File: config.mk
export PLATFORM = sky130hd
export DESIGN_NAME = spi_regfile_slave_flat
export DESIGN_NICKNAME = d
export VERILOG_FILES = /design/src/rtl/spi_regfile_pkg.sv /design/src/rtl/spi_regfile_slave_if.sv /design/src/rtl/spi_sync_edge.sv /design/src/rtl/spi_regfile_slave.sv /design/src/flat_wrapper.sv
export SDC_FILE = /design/constraint.sdc
export NUM_CORES = 1
export LEC_CHECK = 0
export ABC_CLOCK_PERIOD_IN_PS = 2600
export CAP_MARGIN = 15
export CORE_AREA = 2 2 90 92
export CTS_CLUSTER_SIZE = 20
export DETAILED_ROUTE_END_ITERATION = 7
export DIE_AREA = 0 0 92 94
export HOLD_SLACK_MARGIN = 0.1
export PLACE_DENSITY = 0.8
export SYNTH_ARGS = -nofsm -noshare
export SYNTH_HDL_FRONTEND = slang
export SYNTH_SLANG_ARGS = --single-unit
File: constraint.sdc
create_clock -name clk -period 2.6 [get_ports clk]
set_clock_uncertainty 0.15 [all_clocks]
set_input_delay 0.78 -clock clk [delete_from_list [all_inputs] [get_ports clk]]
set_output_delay 0.78 -clock clk [all_outputs]
set_load 0.05 [all_outputs]
File: src/rtl/spi_regfile_pkg.sv
`timescale 1ns/1ps
`default_nettype none
// ============================================================================
//  Module   : spi_regfile_pkg
//  Purpose  : Shared types and constants for the SPI register-file slave.
//             Frame FSM state encoding, R/W command bit values and the
//             frame-length helper.
//  Revision : 1.0  initial release
// ============================================================================
package spi_regfile_pkg;

    typedef enum logic [2:0] {
        IDLE = 3'd0,
        CMD  = 3'd1,
        DATA = 3'd2,
        DONE = 3'd3,
        ERR  = 3'd4
    } state_e;

    localparam logic RW_WRITE = 1'b1;
    localparam logic RW_READ  = 1'b0;

    // Total frame length: one R/W bit, the address field, then the data.
    function automatic int frame_w(input int addr_w, input int data_w);
        return 1 + addr_w + data_w;
    endfunction

endpackage : spi_regfile_pkg
`default_nettype wire

File: src/rtl/spi_regfile_slave_if.sv
`timescale 1ns/1ps
`default_nettype none
// ============================================================================
//  Module   : spi_regfile_slave_if
//  Purpose  : SPI pin bundle between an SPI master and the register-file
//             slave.
//  Signals  : spi_sclk, spi_cs_n, spi_mosi  (master -> slave)
//             spi_miso, spi_miso_oe         (slave  -> master)
//  Revision : 1.0  initial release
// ============================================================================
interface spi_regfile_slave_if;

    logic spi_sclk;
    logic spi_cs_n;
    logic spi_mosi;
    logic spi_miso;
    logic spi_miso_oe;

    modport master (
        output spi_sclk,
        output spi_cs_n,
        output spi_mosi,
        input  spi_miso,
        input  spi_miso_oe
    );

    modport slave (
        input  spi_sclk,
        input  spi_cs_n,
        input  spi_mosi,
        output spi_miso,
        output spi_miso_oe
    );

endinterface : spi_regfile_slave_if
`default_nettype wire

File: src/rtl/spi_sync_edge.sv
`timescale 1ns/1ps
`default_nettype none
// ============================================================================
//  Module   : spi_sync_edge
//  Purpose  : Two-flop synchronizer for an asynchronous input followed by a
//             third flop used for edge detection.
//  Ports    : clk, rst_n   system clock, asynchronous active-low reset
//             i_async      asynchronous input
//             o_level      synchronized level
//             o_rise       one-cycle pulse on a synchronized 0->1 transition
//             o_fall       one-cycle pulse on a synchronized 1->0 transition
//  Revision : 1.0  initial release
// ============================================================================
module spi_sync_edge #(
    parameter logic RESET_LEVEL = 1'b0
) (
    input  wire  clk,
    input  wire  rst_n,
    input  wire  i_async,
    output logic o_level,
    output logic o_rise,
    output logic o_fall
);

    // [0],[1] synchronizer stages; [2] previous synchronized value.
    logic [2:0] sync_q;
    logic [2:0] sync_d;

    always_comb begin
        sync_d = {sync_q[1:0], i_async};
    end

    always_ff @(posedge clk or negedge rst_n) begin
        if (!rst_n) begin
            sync_q <= {3{RESET_LEVEL}};
        end else begin
            sync_q <= sync_d;
        end
    end

    assign o_level = sync_q[1];
    assign o_rise  =  sync_q[1] & ~sync_q[2];
    assign o_fall  = ~sync_q[1] &  sync_q[2];

endmodule : spi_sync_edge
`default_nettype wire

File: src/rtl/spi_regfile_slave.sv
`timescale 1ns/1ps
`default_nettype none
// ============================================================================
//  Module   : spi_regfile_slave
//  Purpose  : SPI mode-0 register-file slave, oversampled in the clk domain.
//             Frame = R/W bit, ADDR_W address bits, DATA_W data bits, MSB
//             first. Writes commit on chip-select release; reads shift the
//             addressed register out on MISO. Malformed frames are discarded
//             and flagged.
//  Ports    : clk, rst_n     system clock, asynchronous active-low reset
//             spi            SPI pins (slave modport)
//             regs_o         flattened registers, reg i at [i*DATA_W +: DATA_W]
//             wr_strobe      one-cycle pulse on a committed write
//             wr_addr        address of the last committed write
//             frame_err      one-cycle pulse on a discarded malformed frame
//  Revision : 1.0  initial release
// ============================================================================
module spi_regfile_slave
    import spi_regfile_pkg::*;
#(
    parameter int                NUM_REGS  = 5,
    parameter int                DATA_W    = 8,
    parameter int                ADDR_W    = 7,
    parameter logic [DATA_W-1:0] RESET_VAL = '0
) (
    input  wire                          clk,
    input  wire                          rst_n,
    spi_regfile_slave_if.slave           spi,
    output logic [NUM_REGS*DATA_W-1:0]   regs_o,
    output logic                         wr_strobe,
    output logic [ADDR_W-1:0]            wr_addr,
    output logic                         frame_err
);

    localparam int FRAME_W = frame_w(ADDR_W, DATA_W);
    localparam int SHIFT_W = (ADDR_W > DATA_W) ? ADDR_W : DATA_W;
    localparam int CNT_W   = $clog2(FRAME_W + 1);

    // ------------------------------------------------------------------
    // Pin synchronization
    // ------------------------------------------------------------------
    logic w_sclk_rise, w_sclk_fall, w_sclk_lvl;
    logic w_cs_lvl, w_cs_rise, w_cs_fall;
    logic w_mosi, w_mosi_rise_unused, w_mosi_fall_unused;

    spi_sync_edge #(.RESET_LEVEL(1'b0)) u_sync_sclk (
        .clk(clk), .rst_n(rst_n), .i_async(spi.spi_sclk),
        .o_level(w_sclk_lvl), .o_rise(w_sclk_rise), .o_fall(w_sclk_fall)
    );

    spi_sync_edge #(.RESET_LEVEL(1'b1)) u_sync_cs (
        .clk(clk), .rst_n(rst_n), .i_async(spi.spi_cs_n),
        .o_level(w_cs_lvl), .o_rise(w_cs_rise), .o_fall(w_cs_fall)
    );

    spi_sync_edge #(.RESET_LEVEL(1'b0)) u_sync_mosi (
        .clk(clk), .rst_n(rst_n), .i_async(spi.spi_mosi),
        .o_level(w_mosi), .o_rise(w_mosi_rise_unused), .o_fall(w_mosi_fall_unused)
    );

    wire w_unused_ok = &{1'b0, w_sclk_lvl, w_mosi_rise_unused, w_mosi_fall_unused};

    // ------------------------------------------------------------------
    // State
    // ------------------------------------------------------------------
    state_e                       state_q,     state_d;
    logic [CNT_W-1:0]             bit_cnt_q,   bit_cnt_d;
    logic [SHIFT_W-1:0]           shift_q,     shift_d;
    logic                         rw_q,        rw_d;
    logic [ADDR_W-1:0]            addr_q,      addr_d;
    logic [DATA_W-1:0]            out_q,       out_d;
    logic                         miso_q,      miso_d;
    logic [NUM_REGS*DATA_W-1:0]   regs_q,      regs_d;
    logic                         wr_strobe_q, wr_strobe_d;
    logic [ADDR_W-1:0]            wr_addr_q,   wr_addr_d;
    logic                         frame_err_q, frame_err_d;
    // After reset the synchronizers start at idle levels, so a cs_n that is
    // already low would look like a fresh fall. armed_q is only set once
    // the pipeline has flushed and cs_n has been seen high.
    logic [1:0]                   arm_cnt_q,   arm_cnt_d;
    logic                         armed_q,     armed_d;

    // Command word as it stands when the last address bit is sampled.
    logic [ADDR_W:0]   w_cmd;
    logic [DATA_W-1:0] w_rd_word;

    assign w_cmd = {shift_q[ADDR_W-1:0], w_mosi};

    // Addresses beyond the implemented range read back as zero.
    always_comb begin
        w_rd_word = '0;
        for (int i = 0; i < NUM_REGS; i++) begin
            if (w_cmd[ADDR_W-1:0] == ADDR_W'(i)) begin
                w_rd_word = regs_q[i*DATA_W +: DATA_W];
            end
        end
    end

    always_comb begin
        state_d     = state_q;
        bit_cnt_d   = bit_cnt_q;
        shift_d     = shift_q;
        rw_d        = rw_q;
        addr_d      = addr_q;
        out_d       = out_q;
        miso_d      = miso_q;
        regs_d      = regs_q;
        wr_addr_d   = wr_addr_q;
        wr_strobe_d = 1'b0;
        frame_err_d = 1'b0;
        arm_cnt_d   = (arm_cnt_q == 2'd3) ? arm_cnt_q : arm_cnt_q + 2'd1;
        armed_d     = armed_q | ((arm_cnt_q == 2'd3) & w_cs_lvl);

        if ((state_q != IDLE) && w_cs_rise) begin
            state_d = IDLE;
            if (state_q == DONE) begin
                if (rw_q == RW_WRITE) begin
                    // Out-of-range addresses match no register: dropped.
                    for (int i = 0; i < NUM_REGS; i++) begin
                        if (addr_q == ADDR_W'(i)) begin
                            regs_d[i*DATA_W +: DATA_W] = shift_q[DATA_W-1:0];
                            wr_strobe_d                = 1'b1;
                            wr_addr_d                  = addr_q;
                        end
                    end
                end
            end else begin
                frame_err_d = 1'b1;
            end
        end else begin
            unique case (state_q)
                IDLE: begin
                    if (w_cs_fall && armed_q) begin
                        state_d   = CMD;
                        bit_cnt_d = '0;
                        shift_d   = '0;
                    end
                end
                CMD: begin
                    if (w_sclk_rise) begin
                        shift_d   = {shift_q[SHIFT_W-2:0], w_mosi};
                        bit_cnt_d = bit_cnt_q + CNT_W'(1);
                        if (bit_cnt_q == CNT_W'(ADDR_W)) begin
                            state_d = DATA;
                            rw_d    = w_cmd[ADDR_W];
                            addr_d  = w_cmd[ADDR_W-1:0];
                            out_d   = (w_cmd[ADDR_W] == RW_READ) ? w_rd_word : '0;
                            miso_d  = 1'b0;
                        end
                    end
                end
                DATA: begin
                    if (w_sclk_rise) begin
                        shift_d   = {shift_q[SHIFT_W-2:0], w_mosi};
                        bit_cnt_d = bit_cnt_q + CNT_W'(1);
                        if (bit_cnt_q == CNT_W'(FRAME_W - 1)) begin
                            state_d = DONE;
                        end
                    end
                    if (w_sclk_fall && (rw_q == RW_READ)) begin
                        miso_d = out_q[DATA_W-1];
                        out_d  = {out_q[DATA_W-2:0], 1'b0};
                    end
                end
                DONE: begin
                    if (w_sclk_rise) begin
                        state_d = ERR;
                    end
                end
                ERR: begin
                    state_d = ERR;
                end
                default: begin
                    state_d = IDLE;
                end
            endcase
        end
    end

    always_ff @(posedge clk or negedge rst_n) begin
        if (!rst_n) begin
            state_q     <= IDLE;
            bit_cnt_q   <= '0;
            shift_q     <= '0;
            rw_q        <= RW_READ;
            addr_q      <= '0;
            out_q       <= '0;
            miso_q      <= 1'b0;
            regs_q      <= {NUM_REGS{RESET_VAL}};
            wr_strobe_q <= 1'b0;
            wr_addr_q   <= '0;
            frame_err_q <= 1'b0;
            arm_cnt_q   <= 2'd0;
            armed_q     <= 1'b0;
        end else begin
            state_q     <= state_d;
            bit_cnt_q   <= bit_cnt_d;
            shift_q     <= shift_d;
            rw_q        <= rw_d;
            addr_q      <= addr_d;
            out_q       <= out_d;
            miso_q      <= miso_d;
            regs_q      <= regs_d;
            wr_strobe_q <= wr_strobe_d;
            wr_addr_q   <= wr_addr_d;
            frame_err_q <= frame_err_d;
            arm_cnt_q   <= arm_cnt_d;
            armed_q     <= armed_d;
        end
    end

    // MISO is only driven during the data/done phase of a read frame.
    logic w_oe;
    assign w_oe = ~w_cs_lvl & (rw_q == RW_READ) & ((state_q == DATA) || (state_q == DONE));

    assign spi.spi_miso_oe = w_oe;
    assign spi.spi_miso    = w_oe & miso_q;
    assign regs_o          = regs_q;
    assign wr_strobe       = wr_strobe_q;
    assign wr_addr         = wr_addr_q;
    assign frame_err       = frame_err_q;

endmodule : spi_regfile_slave
`default_nettype wire

File: src/flat_wrapper.sv
// flat-port wrapper written by rule: the top's interface ports become plain ports
module spi_regfile_slave_flat import spi_regfile_pkg::*;
#(
    parameter int                NUM_REGS  = 5,
    parameter int                DATA_W    = 8,
    parameter int                ADDR_W    = 7,
    parameter logic [DATA_W-1:0] RESET_VAL = '0
)
  (clk, rst_n, regs_o, wr_strobe, wr_addr, frame_err, spi_spi_sclk, spi_spi_cs_n, spi_spi_mosi, spi_spi_miso, spi_spi_miso_oe);
  spi_regfile_slave_if spi_i ();
  input  wire clk;
  input  wire rst_n;
  output logic [NUM_REGS*DATA_W-1:0] regs_o;
  output logic wr_strobe;
  output logic [ADDR_W-1:0] wr_addr;
  output logic frame_err;
  input wire logic [$bits(spi_i.spi_sclk)-1:0] spi_spi_sclk;
  input wire logic [$bits(spi_i.spi_cs_n)-1:0] spi_spi_cs_n;
  input wire logic [$bits(spi_i.spi_mosi)-1:0] spi_spi_mosi;
  output wire logic [$bits(spi_i.spi_miso)-1:0] spi_spi_miso;
  output wire logic [$bits(spi_i.spi_miso_oe)-1:0] spi_spi_miso_oe;
  assign spi_i.spi_sclk = spi_spi_sclk;
  assign spi_i.spi_cs_n = spi_spi_cs_n;
  assign spi_i.spi_mosi = spi_spi_mosi;
  assign spi_spi_miso = spi_i.spi_miso;
  assign spi_spi_miso_oe = spi_i.spi_miso_oe;
  spi_regfile_slave #(.NUM_REGS(NUM_REGS), .DATA_W(DATA_W), .ADDR_W(ADDR_W), .RESET_VAL(RESET_VAL)) u_core (.clk(clk), .rst_n(rst_n), .spi(spi_i), .regs_o(regs_o), .wr_strobe(wr_strobe), .wr_addr(wr_addr), .frame_err(frame_err));
endmodule
==> results of run 1 <==
-- area by class of cell --
type	instances	area, µm²
multi-input combinational	200	1720
fill	556	2490
clock inverter	5	61.3
tap	102	128
sequential	93	2330
timing repair buffer	69	686
clock buffer	10	138
inverter	13	48.8
-- synthesized netlist by cell type, types with 2 or more instances --
| master | count |
|---|---|
| nand2b_1 | 8 |
| nand3b_1 | 5 |
| o22ai_1 | 6 |
| nor4_1 | 2 |
| dfstp_2 | 3 |
| mux2i_1 | 11 |
| nand2_1 | 23 |
| mux2_4 | 8 |
| nand4bb_1 | 3 |
| nor2_1 | 10 |
| and2_1 | 5 |
| buf_1 | 2 |
| dfrtp_1 | 90 |
| a21oi_1 | 4 |
| nor3_1 | 6 |
| ha_1 | 3 |
| or2_2 | 4 |
| mux2_2 | 43 |
| nand3_1 | 2 |
| or3_1 | 2 |
| nor3b_1 | 2 |
| o211ai_1 | 7 |
| o21ai_0 | 13 |
| mux4_2 | 8 |
| a22o_1 | 2 |
| inv_1 | 13 |
| clkbuf_1 | 12 |
-- how the worst max path moves through the flow --
stage	startpoint	endpoint	slack (ps)	depth (start not counted)
after floorplan	u_core.state_q[2]$_DFFE_PN0P_	spi_spi_miso	150	3
after global placement	u_core.addr_q[5]$_DFFE_PN0P_	u_core.regs_o[24]$_DFFE_PN0P_	320	5
after detailed placement	u_core.addr_q[5]$_DFFE_PN0P_	u_core.regs_o[25]$_DFFE_PN0P_	260	5
after CTS	u_core.state_q[1]$_DFFE_PN0P_	spi_spi_miso	40	4
after global routing	u_core.state_q[2]$_DFFE_PN0P_	spi_spi_miso	7	4
final	u_core.state_q[2]$_DFFE_PN0P_	spi_spi_miso	80	4
-- cell families after synthesis --
family                   after synthesis
multiplexers                          70
AND/OR/NAND/NOR                       81
XOR/XNOR                               1
flip-flops                            93
adder cells (fa/ha/maj)                4
AO/OA/AOI/OAI                         44
buffers and inverters                 29
-- power breakdown --
group	internal, mW	switching (mW)	leakage [nW]
combinational	0.194	0.213	0.941
clock	0.469	0.505	0.102
sequential	1.52	0.180	1.25
-- metrics by stage --
stage           util  hold WS [ps]
4_1_cts        0.671           213
2_1_floorplan      -           181
6_report       0.672           209
5_1_grt        0.672           215
3_3_place_gp   0.645           189
3_5_place_dp   0.645           196
-- layer usage --
layer	wire [µm]	vias to the layer above	global-route usage
li1	-	1286	-
met5	0	-	0
met1	4080	1422	0.307
met3	317	15	0.0393
met2	4290	70	0.350
met4	157	0	0.101
-- cell usage in the layout, fill, tap and decap left out, types with 4 or more instances in the layout --
cell type and count:
nand3b_1 5, mux4_2 8, nor3_1 5, clkdlybuf4s50_1 52, dfrtp_1 89, buf_4 14
inv_1 13, o211ai_1 7, clkbuf_8 10, nand2_1 23, nand2b_1 8, nor2_1 10
mux2i_1 11, and2_1 5, or2_2 4, o21ai_0 13, mux2_2 43, mux2_4 8
o22ai_1 6, a21oi_1 4
-- what timing repair did --
item                                    in CTS  in global routing
setup buffers                                0                  1
gates resized for setup                      0                  1
endpoints found under the setup margin       0                  1
-- state kept, by name, summed over array words and instances, names as in the netlist, 2 cells and up --
signal / cells
u_core.out_q: 8
u_core.u_sync_sclk.sync_q: 3
u_core.wr_addr: 7
u_core.arm_cnt_q: 2
u_core.u_sync_mosi.sync_q: 2
u_core.state_q: 3
u_core.regs_o: 40
u_core.shift_q: 8
u_core.bit_cnt_q: 5
u_core.addr_q: 7
u_core.u_sync_cs.sync_q: 3
-- worst max-delay path, stage by stage, from the launching register on --
cell and delay (ps):
dfrtp_1 410, nand2b_1 230, nor3_4 250, and2_1 200, buf_12 150
==> results.yml, run 1 <==
outcome:
  outcome: "finished clean"
setup_path:
  crit_path_launch_type: "register"
  worstReg2RegStart: "u_core.addr_q[5]$_DFFE_PN0P_"
  r2r-end: "u_core.regs_o[31]$_DFFE_PN0P_"
  reg2reg_slack_ps: 240
  data_arrival_time_of_the_worst_path_ps: 1590
  worst-r2r-cell-count: 5
  critical_path_required_time_ps: 1670
  worst_setup_path_end_kind: "output port"
  criticalPathCategory: "register to output port"
  path_max_fanout: 4
synthesis:
  synth_top_area_frac: 0.542
  synth.ff_latch_count: 93
  synth-xor-area-share: 0.00211
  synth_top_flop_cell: "dfrtp_1"
  count_of_flip_flops_with_a_built_in_enable_after_synthesis: 0
  largest_family_of_logic_cells_by_synthesized_area: "multiplexers"
  yosys.area_share.adder: 0.0114
  synthDistinctLibCells: 52
  warnings_from_yosys: 0
  synthArstFlopShare: 1.00
  syn-cell-area_um2: 4160
  ys_seq_area_frac: 0.561
  synth_mux_area_frac: 0.215
  synthCells: 322
  ys_top_cells_by_area: "dfrtp_1 (54%), mux2_2 (12%), mux4_2 (4.3%)"
  synth_compound_gate_area_share: 0.0710
  yosys.area.top_type: "dfrtp_1"
  net_count_of_the_mapped_netlist: 330
  synth.avg_cell_area_um2: 12.9
  yosys.area_share.simple: 0.111
detailed_routing:
  drt_pass1_iterations: 4
  drt_iter0_drc: 142
  via_count: 2793
  finalWirelength_um: 8850
  drc: 0
  detail-route-antenna-nets: 0
  avgViaCountPerCell: 5.68
  drt-wirelength-per-cell_um: 18.0
sta:
  fmaxAchievable_mhz: 397
  max_transition_viols_final: 0
  tns_ps: 0
  final_period_minus_worst_setup_slack_ps: 2520
  fin_ws_ps: 80.1
  period_share: 0.969
  worst_slew_margin_rel: 0.542
  timing_worst_slew_pin_value_ps: 686
  hold_viol: 0
  finalSetupViolations: 0
  rsz_0062_raised_after_global_routing: "false"
finish:
  antenna-diode-count: 0
  final-instance-count-excl-fill: 492
  final_net_count: 394
  final_design_area_no_fill_um2: 5110
  layout-drive-gt1-share: 0.262
  areaGrowthSynthToFinish_pct: 23.0
placement:
  dpl.hpwl_um: 6150
  dp.cells: 476
  final_weighted_congestion_of_routability_driven_global_placement: 0.888
  placement.io_buffers: 55
  dp_worst_setup_slack_ps: 260
  placement.cell_area_um2: 4900
cts:
  clk_transition_reported_paths_ps: 90
  clk-insertion-delay-late_ps: 360
  cts_max_path_bufs: 2
  cts_hold_buf: 0
  clkSinkCount: 93
  tritoncts: "yes"
  cts_made_buffers: 9
  cts_max_level: 3
  cts_root_buffer: "clkbuf_8"
global_route:
  grt_pass1_vias: 2928
  globalRoute.totalOverflow: 0
  maximum_number_of_pins_on_one_net_before_global_route_repair: 39
  track_usage: 0.223
  initial_antenna_violation_count: 0
  wire_length_of_the_first_global_routing_pass_um: 14800
pwr:
  ir_drop_uv: 311
  p_leak_nw: 2.29
  design_power_total_mw: 3.09
  power.density_nw_per_um2: 604
run:
  maxCapViolCount: 0
die:
  die_outline_width_um: 92
  design.portCount: 56
  floorplan.die_area_um2: 8650
  die_h_um: 94
  floorplan.initialDensity: 0.546
  design.core.area_um2: 7610
  std_cell_rows: 32
hold_path:
  worst_hold_path_type: "input port to asynchronous set/reset pin"
Note: power is estimated with default switching activity, not from simulation.
==> run 2, diff against run 1 <==
- ABC_CLOCK_PERIOD_IN_PS: 2600 -> default
- CORE_AREA: 2 2 90 92 -> 2 2 74 112
- DIE_AREA: 0 0 92 94 -> 0 0 76 114
==> run 2 against run 1 <==
Effect of this change:
- critical path depth fell by 3
- non-clock buffer count is 2 higher
- critical endpoint is now regs_o[27]
- worst setup slack improved by 11 ps
==> results.yml, run 2 (synthesis gave the netlist of run 1 again) <==
outcome:
  outcome: "finished clean"
global_route:
  maximum_number_of_pins_on_one_net_before_global_route_repair: 73
  grt_pass1_vias: 2913
  globalRoute.totalOverflow: 0
  initial_antenna_violation_count: 0
  track_usage: 0.227
  wire_length_of_the_first_global_routing_pass_um: 15100
cts:
  cts_max_level: 3
  clkSinkCount: 93
  postCtsSetupBuffers: 0
  resized_cells_post_cts: 0
  cts_hold_buf: 0
  cts_made_buffers: 9
  cts_root_buffer: "clkbuf_16"
  clk-insertion-delay-late_ps: 330
  cts_max_path_bufs: 2
  clk_transition_reported_paths_ps: 60
  tritoncts: "yes"
sta:
  tns_ps: 0
  finalSetupViolations: 0
  fmaxAchievable_mhz: 399
  worst_slew_margin_rel: 0.565
  fin_ws_ps: 91.1
  hold_viol: 0
  rsz_0062_raised_after_global_routing: "false"
  period_share: 0.965
  max_transition_viols_final: 0
  final_period_minus_worst_setup_slack_ps: 2510
  timing_worst_slew_pin_value_ps: 646
detailed_routing:
  via_count: 2806
  drt_pass1_iterations: 4
  finalWirelength_um: 9210
  avgViaCountPerCell: 5.66
  detail-route-antenna-nets: 0
  drt_iter0_drc: 120
  drt-wirelength-per-cell_um: 18.6
  drc: 0
setup_path:
  path_max_fanout: 3
  reg2reg_slack_ps: 270
  crit_path_launch_type: "register"
  slowest_stage: "clkdlybuf4s50_1"
  critical_path.cell_chain: "clkdlybuf4s50_1"
  critical_path_required_time_ps: 1670
  path_delay_family: "buffers and inverters"
  criticalPathCategory: "register to output port"
  critical-path-max-stage-delay_ps: 830
  worst_setup_path_end_kind: "output port"
  timing.critical_path.buf_inv: 1
  data_arrival_time_of_the_worst_path_ps: 1580
hold_path:
  worst_hold_path_type: "input port to asynchronous set/reset pin"
die:
  die_outline_width_um: 76
  design.core.area_um2: 7760
  floorplan.die_area_um2: 8660
  die_h_um: 114
  std_cell_rows: 40
  design.portCount: 56
  floorplan.initialDensity: 0.536
pwr:
  design_power_total_mw: 3.29
  ir_drop_uv: 431
  p_leak_nw: 2.32
  power.density_nw_per_um2: 636
placement:
  final_weighted_congestion_of_routability_driven_global_placement: 0.899
  dpl.hpwl_um: 6560
  dp_worst_setup_slack_ps: 290
  placement.io_buffers: 55
finish:
  antenna-diode-count: 0
  final_net_count: 396
  utilization: 0.668
  largest_register_ffs: 40
  areaGrowthSynthToFinish_pct: 24.6
  final_common_cell: "dfrtp_1"
  layout-drive-gt1-share: 0.253
  most-common-layout-cells: "dfrtp_1 (90), clkdlybuf4s50_1 (52), mux2_2 (43)"
run:
  maxCapViolCount: 0
run 2: changes by cell type in the layout (fill, tap and decap cells not counted), sizes merged:
| cell | change |
|---|---|
| clkbuf | +2 |
| buf | +2 |
| bufinv | -1 |
| clkinv | -3 |
| clkinvlp | +1 |
run 2: area by class of cell:
cell class,count,area [µm²]
Fill cell,549,2580
Sequential cell,93,2330
Multi-Input combinational cell,200,1720
Timing Repair Buffer,71,701
Clock buffer,12,236
Tap cell,105,131
Inverter,13,48.8
Clock inverter,2,12.5
run 2: through the flow:
step                cells  hold WS (ps)  instance area (µm²)
finish                496           190                 5180
global route          496           195                 5180
CTS                   496           189                 5180
detailed placement    482           191                 4930
global placement      482           186                 4930
floorplan             322           181                 4170
run 2: final timing paths:
path | end | depth (start not counted) | from
hold reg to reg | u_core.u_sync_mosi.sync_q[1]$_DFF_PN0_ | 0 | u_core.u_sync_mosi.sync_q[0]$_DFF_PN0_
hold / removal | u_core.regs_o[15]$_DFFE_PN0P_ | 1 | rst_n
max in group asynchronous | u_core.u_sync_cs.sync_q[0]$_DFF_PN1_ | 2 | rst_n
setup / recovery | regs_o[27] | 1 | u_core.regs_o[27]$_DFFE_PN0P_
setup reg to reg | u_core.regs_o[31]$_DFFE_PN0P_ | 5 | u_core.addr_q[5]$_DFFE_PN0P_
min in group clk | u_core.u_sync_mosi.sync_q[1]$_DFF_PN0_ | 0 | u_core.u_sync_mosi.sync_q[0]$_DFF_PN0_
run 2: power by group:
group / internal (mW) / leakage, nW / switching, mW
registers: 1.53 / 1.25 / 0.117
logic: 0.211 / 0.949 / 0.303
clock network: 0.636 / 0.119 / 0.498
total: 2.38 / 2.32 / 0.918
run 2: routing by layer:
layer,vias up,GRT usage,share of wire
met5,-,0,0
met3,15,0.0419,0.030
met1,1443,0.260,0.39
met2,58,0.414,0.55
li1,1290,-,-
met4,0,0.102,0.030
